`src/rtl/axi_lite_arbiter_2x1.sv`:
```
// rtl/axi_lite_arbiter_2x1.sv - two-master round-robin AXI-lite arbiter, one transaction in flight
module axi_lite_arbiter_2x1 #(
  parameter int ADDR_WIDTH = 32,
  parameter int DATA_WIDTH = 32
) (
  input  logic                  ACLK,
  input  logic                  ARESET,
  // master 0
  input  logic [ADDR_WIDTH-1:0] M0_AWADDR,
  input  logic                  M0_AWVALID,
  output logic                  M0_AWREADY,
  input  logic [DATA_WIDTH-1:0] M0_WDATA,
  input  logic                  M0_WVALID,
  output logic                  M0_WREADY,
  output logic                  M0_BVALID,
  input  logic                  M0_BREADY,
  input  logic [ADDR_WIDTH-1:0] M0_ARADDR,
  input  logic                  M0_ARVALID,
  output logic                  M0_ARREADY,
  output logic [DATA_WIDTH-1:0] M0_RDATA,
  output logic                  M0_RVALID,
  input  logic                  M0_RREADY,
  // master 1
  input  logic [ADDR_WIDTH-1:0] M1_AWADDR,
  input  logic                  M1_AWVALID,
  output logic                  M1_AWREADY,
  input  logic [DATA_WIDTH-1:0] M1_WDATA,
  input  logic                  M1_WVALID,
  output logic                  M1_WREADY,
  output logic                  M1_BVALID,
  input  logic                  M1_BREADY,
  input  logic [ADDR_WIDTH-1:0] M1_ARADDR,
  input  logic                  M1_ARVALID,
  output logic                  M1_ARREADY,
  output logic [DATA_WIDTH-1:0] M1_RDATA,
  output logic                  M1_RVALID,
  input  logic                  M1_RREADY,
  // slave
  output logic [ADDR_WIDTH-1:0] S_AWADDR,
  output logic                  S_AWVALID,
  input  logic                  S_AWREADY,
  output logic [DATA_WIDTH-1:0] S_WDATA,
  output logic                  S_WVALID,
  input  logic                  S_WREADY,
  input  logic                  S_BVALID,
  output logic                  S_BREADY,
  output logic [ADDR_WIDTH-1:0] S_ARADDR,
  output logic                  S_ARVALID,
  input  logic                  S_ARREADY,
  input  logic [DATA_WIDTH-1:0] S_RDATA,
  input  logic                  S_RVALID,
  output logic                  S_RREADY,
  // status
  output logic [1:0]            GRANT,
  output logic                  BUSY
);

  typedef enum logic [2:0] {
    ST_IDLE    = 3'd0,
    ST_WR_REQ  = 3'd1,
    ST_WR_RESP = 3'd2,
    ST_RD_ADDR = 3'd3,
    ST_RD_DATA = 3'd4
  } state_t;

  state_t state;
  logic   g;
  logic   aw_done;
  logic   w_done;
  logic   last_grant;

  // signals of the currently granted master
  logic [ADDR_WIDTH-1:0] m_awaddr;
  logic [DATA_WIDTH-1:0] m_wdata;
  logic [ADDR_WIDTH-1:0] m_araddr;
  logic                  m_awvalid;
  logic                  m_wvalid;
  logic                  m_bready;
  logic                  m_arvalid;
  logic                  m_rready;

  // state-gated handshakes seen from the granted master's side
  logic aw_ready_g;
  logic w_ready_g;
  logic b_valid_g;
  logic ar_ready_g;
  logic r_valid_g;

  logic req0;
  logic req1;
  logic pick;
  logic pick_aw;
  logic aw_hs;
  logic w_hs;

  // select the granted master's requests and payloads
  always_comb begin
    m_awaddr  = g ? M1_AWADDR  : M0_AWADDR;
    m_wdata   = g ? M1_WDATA   : M0_WDATA;
    m_araddr  = g ? M1_ARADDR  : M0_ARADDR;
    m_awvalid = g ? M1_AWVALID : M0_AWVALID;
    m_wvalid  = g ? M1_WVALID  : M0_WVALID;
    m_bready  = g ? M1_BREADY  : M0_BREADY;
    m_arvalid = g ? M1_ARVALID : M0_ARVALID;
    m_rready  = g ? M1_RREADY  : M0_RREADY;
  end

  // round-robin pick in IDLE: a tie goes to the master that did not win last time
  always_comb begin
    req0 = M0_AWVALID | M0_ARVALID;
    req1 = M1_AWVALID | M1_ARVALID;
    if (req0 && req1) begin
      pick = ~last_grant;
    end else begin
      pick = req1 & ~req0;
    end
    pick_aw = pick ? M1_AWVALID : M0_AWVALID;
  end

  // slave-side request/response gating; payloads are zero outside their phase
  always_comb begin
    S_AWVALID  = (state == ST_WR_REQ) & ~aw_done & m_awvalid;
    S_WVALID   = (state == ST_WR_REQ) & ~w_done & m_wvalid;
    S_BREADY   = (state == ST_WR_RESP) & m_bready;
    S_ARVALID  = (state == ST_RD_ADDR) & m_arvalid;
    S_RREADY   = (state == ST_RD_DATA) & m_rready;
    S_AWADDR   = (state == ST_WR_REQ) ? m_awaddr : '0;
    S_WDATA    = (state == ST_WR_REQ) ? m_wdata : '0;
    S_ARADDR   = (state == ST_RD_ADDR) ? m_araddr : '0;
    aw_ready_g = (state == ST_WR_REQ) & ~aw_done & S_AWREADY;
    w_ready_g  = (state == ST_WR_REQ) & ~w_done & S_WREADY;
    b_valid_g  = (state == ST_WR_RESP) & S_BVALID;
    ar_ready_g = (state == ST_RD_ADDR) & S_ARREADY;
    r_valid_g  = (state == ST_RD_DATA) & S_RVALID;
    aw_hs      = S_AWVALID & S_AWREADY;
    w_hs       = S_WVALID & S_WREADY;
  end

  // route the gated handshakes to the granted master only; read data fans out
  always_comb begin
    M0_AWREADY = aw_ready_g & ~g;
    M0_WREADY  = w_ready_g & ~g;
    M0_BVALID  = b_valid_g & ~g;
    M0_ARREADY = ar_ready_g & ~g;
    M0_RVALID  = r_valid_g & ~g;
    M1_AWREADY = aw_ready_g & g;
    M1_WREADY  = w_ready_g & g;
    M1_BVALID  = b_valid_g & g;
    M1_ARREADY = ar_ready_g & g;
    M1_RVALID  = r_valid_g & g;
    M0_RDATA   = S_RDATA;
    M1_RDATA   = S_RDATA;
  end

  // transaction FSM with registered grant/busy status
  always_ff @(posedge ACLK) begin
    if (ARESET) begin
      state      <= ST_IDLE;
      g          <= 1'b0;
      aw_done    <= 1'b0;
      w_done     <= 1'b0;
      last_grant <= 1'b1;
      GRANT      <= 2'b00;
      BUSY       <= 1'b0;
    end else begin
      case (state)
        ST_IDLE: begin
          if (req0 || req1) begin
            g          <= pick;
            last_grant <= pick;
            GRANT      <= pick ? 2'b10 : 2'b01;
            BUSY       <= 1'b1;
            state      <= pick_aw ? ST_WR_REQ : ST_RD_ADDR;
          end
        end
        ST_WR_REQ: begin
          if ((aw_done || aw_hs) && (w_done || w_hs)) begin
            aw_done <= 1'b0;
            w_done  <= 1'b0;
            state   <= ST_WR_RESP;
          end else begin
            if (aw_hs) aw_done <= 1'b1;
            if (w_hs)  w_done  <= 1'b1;
          end
        end
        ST_WR_RESP: begin
          if (S_BVALID && S_BREADY) begin
            state <= ST_IDLE;
            GRANT <= 2'b00;
            BUSY  <= 1'b0;
          end
        end
        ST_RD_ADDR: begin
          if (S_ARVALID && S_ARREADY) state <= ST_RD_DATA;
        end
        ST_RD_DATA: begin
          if (S_RVALID && S_RREADY) begin
            state <= ST_IDLE;
            GRANT <= 2'b00;
            BUSY  <= 1'b0;
          end
        end
        default: begin
          state <= ST_IDLE;
          GRANT <= 2'b00;
          BUSY  <= 1'b0;
        end
      endcase
    end
  end

endmodule

```
`config.mk`:
```
export PLATFORM = sky130hd
export DESIGN_NAME = axi_lite_arbiter_2x1
export DESIGN_NICKNAME = d
export VERILOG_FILES = /design/src/rtl/axi_lite_arbiter_2x1.sv
export SDC_FILE = /design/constraint.sdc
export NUM_CORES = 1
export LEC_CHECK = 0
export BUFFER_PORTS_ARGS = -buffer_cell sky130_fd_sc_hd__buf_2
export CORE_AREA = 4 4 161 163
export CTS_CLUSTER_DIAMETER = 150
export DETAILED_ROUTE_END_ITERATION = 7
export DIE_AREA = 0 0 165 167
export SKIP_CTS_REPAIR_TIMING = 1
export SLEW_MARGIN = 20
export SYNTH_ARGS = -nofsm -noshare
export SYNTH_HDL_FRONTEND = slang
export SYNTH_SLANG_ARGS = --single-unit
export TNS_END_PERCENT = 50
```
`constraint.sdc`:
```
create_clock -name ACLK -period 2.7 [get_ports ACLK]
set_input_delay 0.135 -clock ACLK [delete_from_list [all_inputs] [get_ports ACLK]]
set_output_delay 0.135 -clock ACLK [all_outputs]
set_load 0.05 [all_outputs]
```
==> results of run 1 <==
## final timing paths
check | slack (ns) | end | startpoint | depth (start not counted)
setup / recovery | 0.33 | S_WDATA[12] | state[0]$_SDFFE_PP0P_ | 4
hold / removal | 0.21 | g$_SDFFE_PP0P_ | ARESET | 2
setup reg to reg | 0.64 | state[1]$_SDFFE_PP0P_ | state[0]$_SDFFE_PP0P_ | 5
hold reg to reg | 0.47 | GRANT[0]$_SDFFE_PP0P_ | GRANT[0]$_SDFFE_PP0P_ | 2
## per-stage QoR
step	util	instance area, um^2	cells
global placement	0.170	4140	936
global route	0.174	4220	940
finish	0.174	4220	940
detailed placement	0.170	4140	936
CTS	0.174	4220	940
floorplan	-	2680	376
## cell families after synthesis
family,after synthesis,share of synthesized area
compound gates,23,0.0606
buf+inv,95,0.236
flops,10,0.0746
mux,103,0.387
simple gates,145,0.242
## power groups by stage
stage               clock [uW]  sequential (uW)  combinational (uW)
finish                     264              258                2850
floorplan                    0              278                2430
CTS                        269              257                2870
global placement             0              257                2840
detailed placement           0              259                2860
global route               281              268                3020
## registers in the layout, indices dropped and copies added, names as in the netlist
register,flops
GRANT,2
w_done,1
BUSY,1
aw_done,1
last_grant,1
g,1
state,3
## metal layers
layer,global-route usage,part of all wire,vias up
met5,0,0.0026,-
met2,0.166,0.52,284
met3,0.0269,0.14,13
li1,-,-,1688
met1,0.0812,0.33,1496
met4,0.00976,0.0053,6
## layout by cell type (no fill, tap or decap), types with 3 or more instances in the layout
cell type and n:
buf_2 322, nor2_1 105, mux2i_1 100, dfxtp_1 9, nand2_1 8, nand2b_1 7
o21ai_0 6, a21oi_1 6, inv_1 5, nor3_1 4, nor2b_1 3, and3_1 3
clkbuf_16 3
## cell type report
class,count,share of cell area
clock buffers,4,0.0187
inverters,5,0.00444
multi-input cells,271,0.438
flip-flops and latches,10,0.0483
well taps,324,0.0960
repair buffers,326,0.395
## critical path, cell delays in order (launching register included)
cell,delay [ns]
dfxtp_1,0.53
or3b_2,0.57
buf_4,0.35
nor2_1,0.20
buf_2,0.28
==> impl_metrics.env, run 1 <==
export IMPL_status="complete, no violations"
export IMPL_ant_nets=0
export IMPL_cts_sinks=10
export IMPL_fin_setup_tns_ns=0
export IMPL_synth_flop_cell="dfxtp_1"
export IMPL_row_count=57
export IMPL_area_growth_syn_to_layout_pct=57.4
export IMPL_maxSlewViolCount=0
export IMPL_cts_tree="built"
export IMPL_slew_headroom=0.535
export IMPL_required_ns=2.57
export IMPL_start_util=0.110
export IMPL_path_class="flop to output port"
export IMPL_numCtsBuffers=3
export IMPL_pwr_share_seq=0.077
export IMPL_dp_slack_ns=0.631
export IMPL_worst_ep_arrival_time_ns=2.23
export IMPL_multiInputGateArea_um2=1850
export IMPL_finalSetupViolCount=0
export IMPL_endpoint_kind="output port"
export IMPL_die_x_um=165
export IMPL_avgViaCountPerCell=3.71
export IMPL_dieArea_um2=27600
export IMPL_antenna_found_initial=3
export IMPL_synth_top_cells_by_area="mux2i_1 37%, buf_4 18%, nor2_1 15%, dfxtp_1 7.5%, buf_2 2.1%"
export IMPL_core_area_um2=24300
export IMPL_drv_cap=0
export IMPL_antennaDiodeCount=0
export IMPL_period_share=0.876
export IMPL_n_fill_cell=2766
export IMPL_final_seq_area_um2=204
export IMPL_drtPass1Iterations=5
export IMPL_io_pins=419
export IMPL_dr_total_vias=3487
export IMPL_finalWorstSetupSlack_ns=0.334
export IMPL_grt_pass1_wl_um=17800
export IMPL_yosysSeqAreaShare=0.0746
export IMPL_yosysUniqueCellTypes=36
export IMPL_vdd_ir_drop_worst_mv=0.332
export IMPL_p_comb_frac=0.845
export IMPL_whs_ns=0.208
export IMPL_cts_root_buf="clkbuf_16"
export IMPL_synth_top_cell_area_share=0.373
export IMPL_grt_max_degree=67
export IMPL_hp_class="primary input to flop"
export IMPL_ys_seq_elements=10
export IMPL_period_needed_ns=2.37
export IMPL_powerDensity_nw_per_um2=798
export IMPL_clock_latency_ns=0.24
export IMPL_synth_edff_count=0
export IMPL_wirelength_um=13100
export IMPL_leakage_uw=0.00216
export IMPL_clk_pin_slew_ns=0.04
export IMPL_place_congestion=0.869
export IMPL_drc=0
export IMPL_drt_first_iter_violations=88
export IMPL_synth_nets=617
export IMPL_track_usage=0.0820
export IMPL_p_int_uw=1180
export IMPL_switchingPower_uw=2190
export IMPL_grt_pass1_vias=3273
export IMPL_total_power_uw=3370
export IMPL_max_freq_ghz=0.423
export IMPL_h_tree_depth=1
export IMPL_async_flop_share=0
export IMPL_p_clk_frac=0.078
export IMPL_synthCells=376
export IMPL_p_sw_frac=0.650
export IMPL_cp_max_fo=66
export IMPL_yosysMostFrequentCell="nor2_1"
export IMPL_syn_area_um2=2680
export IMPL_grt_overflow=0
export IMPL_worstMarginPinSlew_ns=0.697
export IMPL_synthTopCellsByCount="105 x nor2_1, 100 x mux2i_1, 64 x buf_4"
export IMPL_skew_ns=0.00469
export IMPL_drive_gt1_frac=0.552
export IMPL_cts_buffer_depth=2
export IMPL_synth_largest_area_cell="mux2i_1"
export IMPL_finalNetCount=858
export IMPL_yosys_warnings=0
export IMPL_wl_per_cell_um=14.0
export IMPL_hold_violations=0
export IMPL_rsz0062_at_grt="no"
export IMPL_io_buffers=322
export IMPL_die_h_um=167
export IMPL_cp_start_kind="flop"
export IMPL_hpwl_um=11600
export IMPL_avgSynthCellArea_um2=7.13
(Power assumes the default switching activity.)
==> inputs of run 2 (changes only) <==
==> constraint.sdc (replaced) <==
create_clock -name ACLK -period 2.7 [get_ports ACLK]
set_input_delay 0.135 -clock ACLK [delete_from_list [all_inputs] [get_ports ACLK]]
set_output_delay 0.135 -clock ACLK [all_outputs]
set_load 0.02 [all_outputs]
==> run 2 against run 1 <==
Hold slack gained 0.016 ns. Core utilization is essentially flat. Flip-flop and latch count did not move. Non-clock buffer count grew 1.
==> impl_metrics.env, run 2 (synthesis gave the netlist of run 1 again) <==
export IMPL_grt_pass1_vias=3275
export IMPL_antenna_found_initial=3
export IMPL_place_area_um2=4150
export IMPL_ant_nets=0
export IMPL_p_clk_frac=0.105
export IMPL_place_congestion=0.860
export IMPL_die_x_um=165
export IMPL_wirelength_um=13300
export IMPL_drt_first_iter_violations=128
export IMPL_cts_tree="built"
export IMPL_start_util=0.110
export IMPL_worst_ep_arrival_time_ns=2.10
export IMPL_hpwl_um=11600
export IMPL_io_buffers=322
export IMPL_cts_sinks=10
export IMPL_final_common_cell="buf_2"
export IMPL_fin_setup_tns_ns=0
export IMPL_max_freq_ghz=0.447
export IMPL_grt_pass1_wl_um=18100
export IMPL_numCtsBuffers=3
export IMPL_period_needed_ns=2.24
export IMPL_switchingPower_uw=1410
export IMPL_leakage_uw=0.00217
export IMPL_finalWorstSetupSlack_ns=0.464
export IMPL_drv_cap=0
export IMPL_core_area_um2=24300
export IMPL_design_area_um2=4230
export IMPL_dieArea_um2=27600
export IMPL_drc=0
export IMPL_die_h_um=167
export IMPL_cp_start_kind="flop"
export IMPL_cp_max_fo=65
export IMPL_rsz0062_at_grt="no"
export IMPL_reg_top3="state x3, GRANT x2"
export IMPL_required_ns=2.57
export IMPL_top_register="state"
export IMPL_dr_total_vias=3442
export IMPL_period_share=0.828
export IMPL_p_int_uw=1180
export IMPL_clock_latency_ns=0.24
export IMPL_endpoint_kind="output port"
export IMPL_area_growth_syn_to_layout_pct=57.7
export IMPL_drive_gt1_frac=0.553
export IMPL_finalNetCount=859
export IMPL_largest_reg_flops=3
export IMPL_cts_buffer_depth=2
export IMPL_pwr_share_seq=0.113
export IMPL_worstMarginPinSlew_ns=0.665
export IMPL_grt_overflow=0
export IMPL_hold_violations=0
export IMPL_dp_slack_ns=0.727
export IMPL_p_sw_frac=0.544
export IMPL_slew_headroom=0.557
export IMPL_h_tree_depth=1
export IMPL_powerDensity_nw_per_um2=612
export IMPL_clk_pin_slew_ns=0.04
export IMPL_hp_class="primary input to flop"
export IMPL_status="complete, no violations"
export IMPL_grt_max_degree=66
export IMPL_io_pins=419
export IMPL_p_comb_frac=0.782
export IMPL_row_count=57
export IMPL_path_class="flop to output port"
export IMPL_finalSetupViolCount=0
export IMPL_skew_ns=0.00702
export IMPL_drtPass1Iterations=4
export IMPL_wl_per_cell_um=14.2
export IMPL_cts_root_buf="clkbuf_16"
export IMPL_final_cell_mix="322 x buf_2, 105 x nor2_1, 100 x mux2i_1, 9 x dfxtp_1, 8 x nand2_1"
export IMPL_antennaDiodeCount=0
export IMPL_vdd_ir_drop_worst_mv=0.241
export IMPL_maxSlewViolCount=0
export IMPL_track_usage=0.0834
export IMPL_avgViaCountPerCell=3.66
run 2: final cells by class:
type / instances / area [um^2]
timing repair buffer: 327 / 1670
fill: 2765 / 20100
sequential: 10 / 204
multi-input combinational: 271 / 1850
clock buffer: 4 / 78.8
tap: 324 / 405
inverter: 5 / 18.8
run 2: layer usage:
metal | wire length (um) | part of all wire | track usage
met4 | 76 | 0.0057 | 0.00832
met1 | 4450 | 0.33 | 0.0856
met2 | 6930 | 0.52 | 0.168
met5 | 41 | 0.0031 | 0
met3 | 1830 | 0.14 | 0.0252
run 2: per-stage QoR:
step / cells / util / hold slack (ns) / total power [uW]
global route: 941 / 0.174 / 0.263 / 2790
floorplan: 376 / - / 0.311 / 1800
global placement: 937 / 0.171 / 0.270 / 2310
detailed placement: 937 / 0.171 / 0.270 / 2330
CTS: 941 / 0.174 / 0.222 / 2610
finish: 941 / 0.174 / 0.224 / 2590
run 2: final timing paths:
check | to | start | slack [ns] | depth (start not counted)
setup / recovery | S_WDATA[27] | state[0]$_SDFFE_PP0P_ | 0.46 | 4
hold / removal | g$_SDFFE_PP0P_ | ARESET | 0.22 | 2
setup reg to reg | state[0]$_SDFFE_PP0P_ | g$_SDFFE_PP0P_ | 0.88 | 4
hold reg to reg | BUSY$_SDFFE_PP0P_ | BUSY$_SDFFE_PP0P_ | 0.47 | 2
run 2: power by group through the flow:
stage	Combinational, uW	Clock (uW)	Sequential [uW]
4_1_cts	2040	273	295
6_report	2020	271	292
3_3_place_gp	2010	0	295
2_1_floorplan	1560	0	241
5_1_grt	2200	286	310
3_5_place_dp	2030	0	297
run 2: critical path, cell delays in order (launching register included):
cell and delay, ns:
dfxtp_1 0.50, or3b_2 0.59, buf_4 0.34, nor2_1 0.19, buf_2 0.18
==> inputs of run 3 (changes only) <==
--- a/config.mk
+++ b/config.mk
@@ -6,10 +6,10 @@
 export NUM_CORES = 1
 export LEC_CHECK = 0
 export BUFFER_PORTS_ARGS = -buffer_cell sky130_fd_sc_hd__buf_2
-export CORE_AREA = 4 4 161 163
+export CORE_AREA = 4 4 162 164
 export CTS_CLUSTER_DIAMETER = 150
 export DETAILED_ROUTE_END_ITERATION = 7
-export DIE_AREA = 0 0 165 167
+export DIE_AREA = 0 0 166 168
 export SKIP_CTS_REPAIR_TIMING = 1
 export SLEW_MARGIN = 20
 export SYNTH_ARGS = -nofsm -noshare
==> constraint.sdc (replaced) <==
create_clock -name ACLK -period 2.3 [get_ports ACLK]
set_input_delay 0.115 -clock ACLK [delete_from_list [all_inputs] [get_ports ACLK]]
set_output_delay 0.115 -clock ACLK [all_outputs]
set_load 0.02 [all_outputs]
==> run 3 against run 2 <==
Design area grew 0.12%. Register-to-register slack lost 0.17 ns. Sequential power barely moved. Largest power group unchanged. Critical path depth stayed put. Highest routed layer unchanged. Cell count is 0.64% higher.
==> impl_metrics.env, run 3 (synthesis gave the netlist of run 1 again) <==
export IMPL_status="complete, no violations"
export IMPL_clk_pin_slew_ns=0.04
export IMPL_dr_wl_met3_um=1770
export IMPL_whs_ns=0.201
export IMPL_ant_nets=0
export IMPL_worstMarginPinSlew_ns=0.653
export IMPL_place_congestion=0.827
export IMPL_crit_path_cell_trace="or3b_2 > buf_4 > nor2_1 > buf_2"
export IMPL_avgViaCountPerCell=3.64
export IMPL_h_tree_depth=1
export IMPL_dieArea_um2=27900
export IMPL_cts_sinks=10
export IMPL_grt_max_degree=65
export IMPL_grt_overflow=0
export IMPL_hold_violations=0
export IMPL_cts_buffer_depth=2
export IMPL_wirelength_um=12500
export IMPL_leakage_uw=0.00217
export IMPL_drc=0
export IMPL_wl_per_cell_um=13.2
export IMPL_endpoint_kind="output port"
export IMPL_antennaDiodeCount=0
export IMPL_drt_first_iter_violations=80
export IMPL_required_ns=2.18
export IMPL_track_usage=0.0808
export IMPL_dr_total_vias=3449
export IMPL_m1WireLength_um=4080
export IMPL_critPathTopFamily="simple AND/OR/NAND/NOR gates"
export IMPL_dr_wl_met2_um=6270
export IMPL_die_h_um=168
export IMPL_period_needed_ns=2.16
export IMPL_hpwl_um=11000
export IMPL_fin_setup_tns_ns=0
export IMPL_hp_class="primary input to flop"
export IMPL_maxSlewViolCount=0
export IMPL_grt_pass1_vias=3454
export IMPL_rsz0062_at_grt="no"
export IMPL_drv_cap=0
export IMPL_drtPass1Iterations=4
export IMPL_multiInputGateArea_um2=1850
export IMPL_skew_ns=0.00117
export IMPL_finalNetCount=859
export IMPL_n_fill_cell=2851
export IMPL_row_count=58
export IMPL_largest_reg_flops=3
export IMPL_powerDensity_nw_per_um2=721
export IMPL_worst_path_buf_inv=2
export IMPL_top_layer="met5"
export IMPL_vdd_ir_drop_worst_mv=0.284
export IMPL_final_cell_mix="322 x buf_2, 105 x nor2_1, 100 x mux2i_1, 9 x dfxtp_1, 8 x nand2_1"
export IMPL_grt_pass1_wl_um=18400
export IMPL_numCtsBuffers=3
export IMPL_io_pins=419
export IMPL_finalSetupViolCount=0
export IMPL_slew_headroom=0.565
export IMPL_cp_start_kind="flop"
export IMPL_reg_top3="state x3, GRANT x2"
export IMPL_antenna_found_initial=3
export IMPL_top_register="state"
export IMPL_final_seq_area_um2=204
export IMPL_final_common_cell="buf_2"
export IMPL_critical_path_max_stage_delay_ns=0.61
export IMPL_core_area_um2=24900
export IMPL_slowest_stage="or3b_2"
export IMPL_cp_max_fo=64
export IMPL_path_class="flop to output port"
export IMPL_clock_latency_ns=0.24
export IMPL_io_buffers=322
export IMPL_cts_tree="built"
export IMPL_start_util=0.108
export IMPL_die_x_um=166
export IMPL_period_share=0.941
export IMPL_drive_gt1_frac=0.554
export IMPL_max_freq_ghz=0.462
export IMPL_area_growth_syn_to_layout_pct=57.9
export IMPL_cts_root_buf="clkbuf_16"
export IMPL_worst_ep_arrival_time_ns=2.05
-- run 3: cell count changes in the layout (fill, tap and decap cells not counted) --
cell | before | now
buf_12 | 2 | 1
buf_4 | 3 | 4
clkbuf_1 | 1 | 0
clkbuf_8 | 0 | 1
-- run 3: per-stage QoR --
step / util / cell area (um^2) / std cells / total power [uW] / setup slack [ns]
2_1_floorplan: - / 2680 / 376 / 2110 / 0.594
3_3_place_gp: 0.167 / 4150 / 943 / 2690 / 0.408
3_5_place_dp: 0.167 / 4150 / 943 / 2730 / 0.381
4_1_cts: 0.170 / 4240 / 947 / 3090 / 0.123
5_1_grt: 0.170 / 4240 / 947 / 3320 / 0.0338
6_report: 0.170 / 4240 / 947 / 3050 / 0.136
-- run 3: layer usage --
metal | vias to the layer above | global-route usage
met3 | 34 | 0.0399
met2 | 238 | 0.151
met4 | 6 | 0.0312
li1 | 1688 | -
met1 | 1483 | 0.0756
met5 | - | 0
-- run 3: final timing paths --
check                                           start                    end  slack (ns)  cells past startpoint
worst min-delay path                           ARESET         g$_SDFFE_PP0P_        0.20                      2
worst max-delay path            state[2]$_SDFFE_PP0P_           S_AWADDR[12]        0.14                      4
worst max register to register  state[0]$_SDFFE_PP0P_  state[0]$_SDFFE_PP0P_        0.71                      5
worst min register to register      BUSY$_SDFFE_PP0P_      BUSY$_SDFFE_PP0P_        0.48                      2
-- run 3: worst reg2reg max path, stage by stage (launching register included) --
cell and delay [ns]:
dfxtp_1 0.31, buf_4 0.17, nor3b_1 0.47, a31oi_1 0.22
o21ai_1 0.19, a311oi_1 0.10
-- run 3: final cells by class --
class / count / area share
Tap cell: 330 / 0.0975
Sequential cell: 10 / 0.0482
Timing Repair Buffer: 327 / 0.392
Clock buffer: 4 / 0.0210
Multi-Input combinational cell: 271 / 0.437
Inverter: 5 / 0.00443
-- run 3: power by group --
group	internal [uW]	switching (uW)
combinational	920	1490
sequential	228	62.7
clock	262	90.9
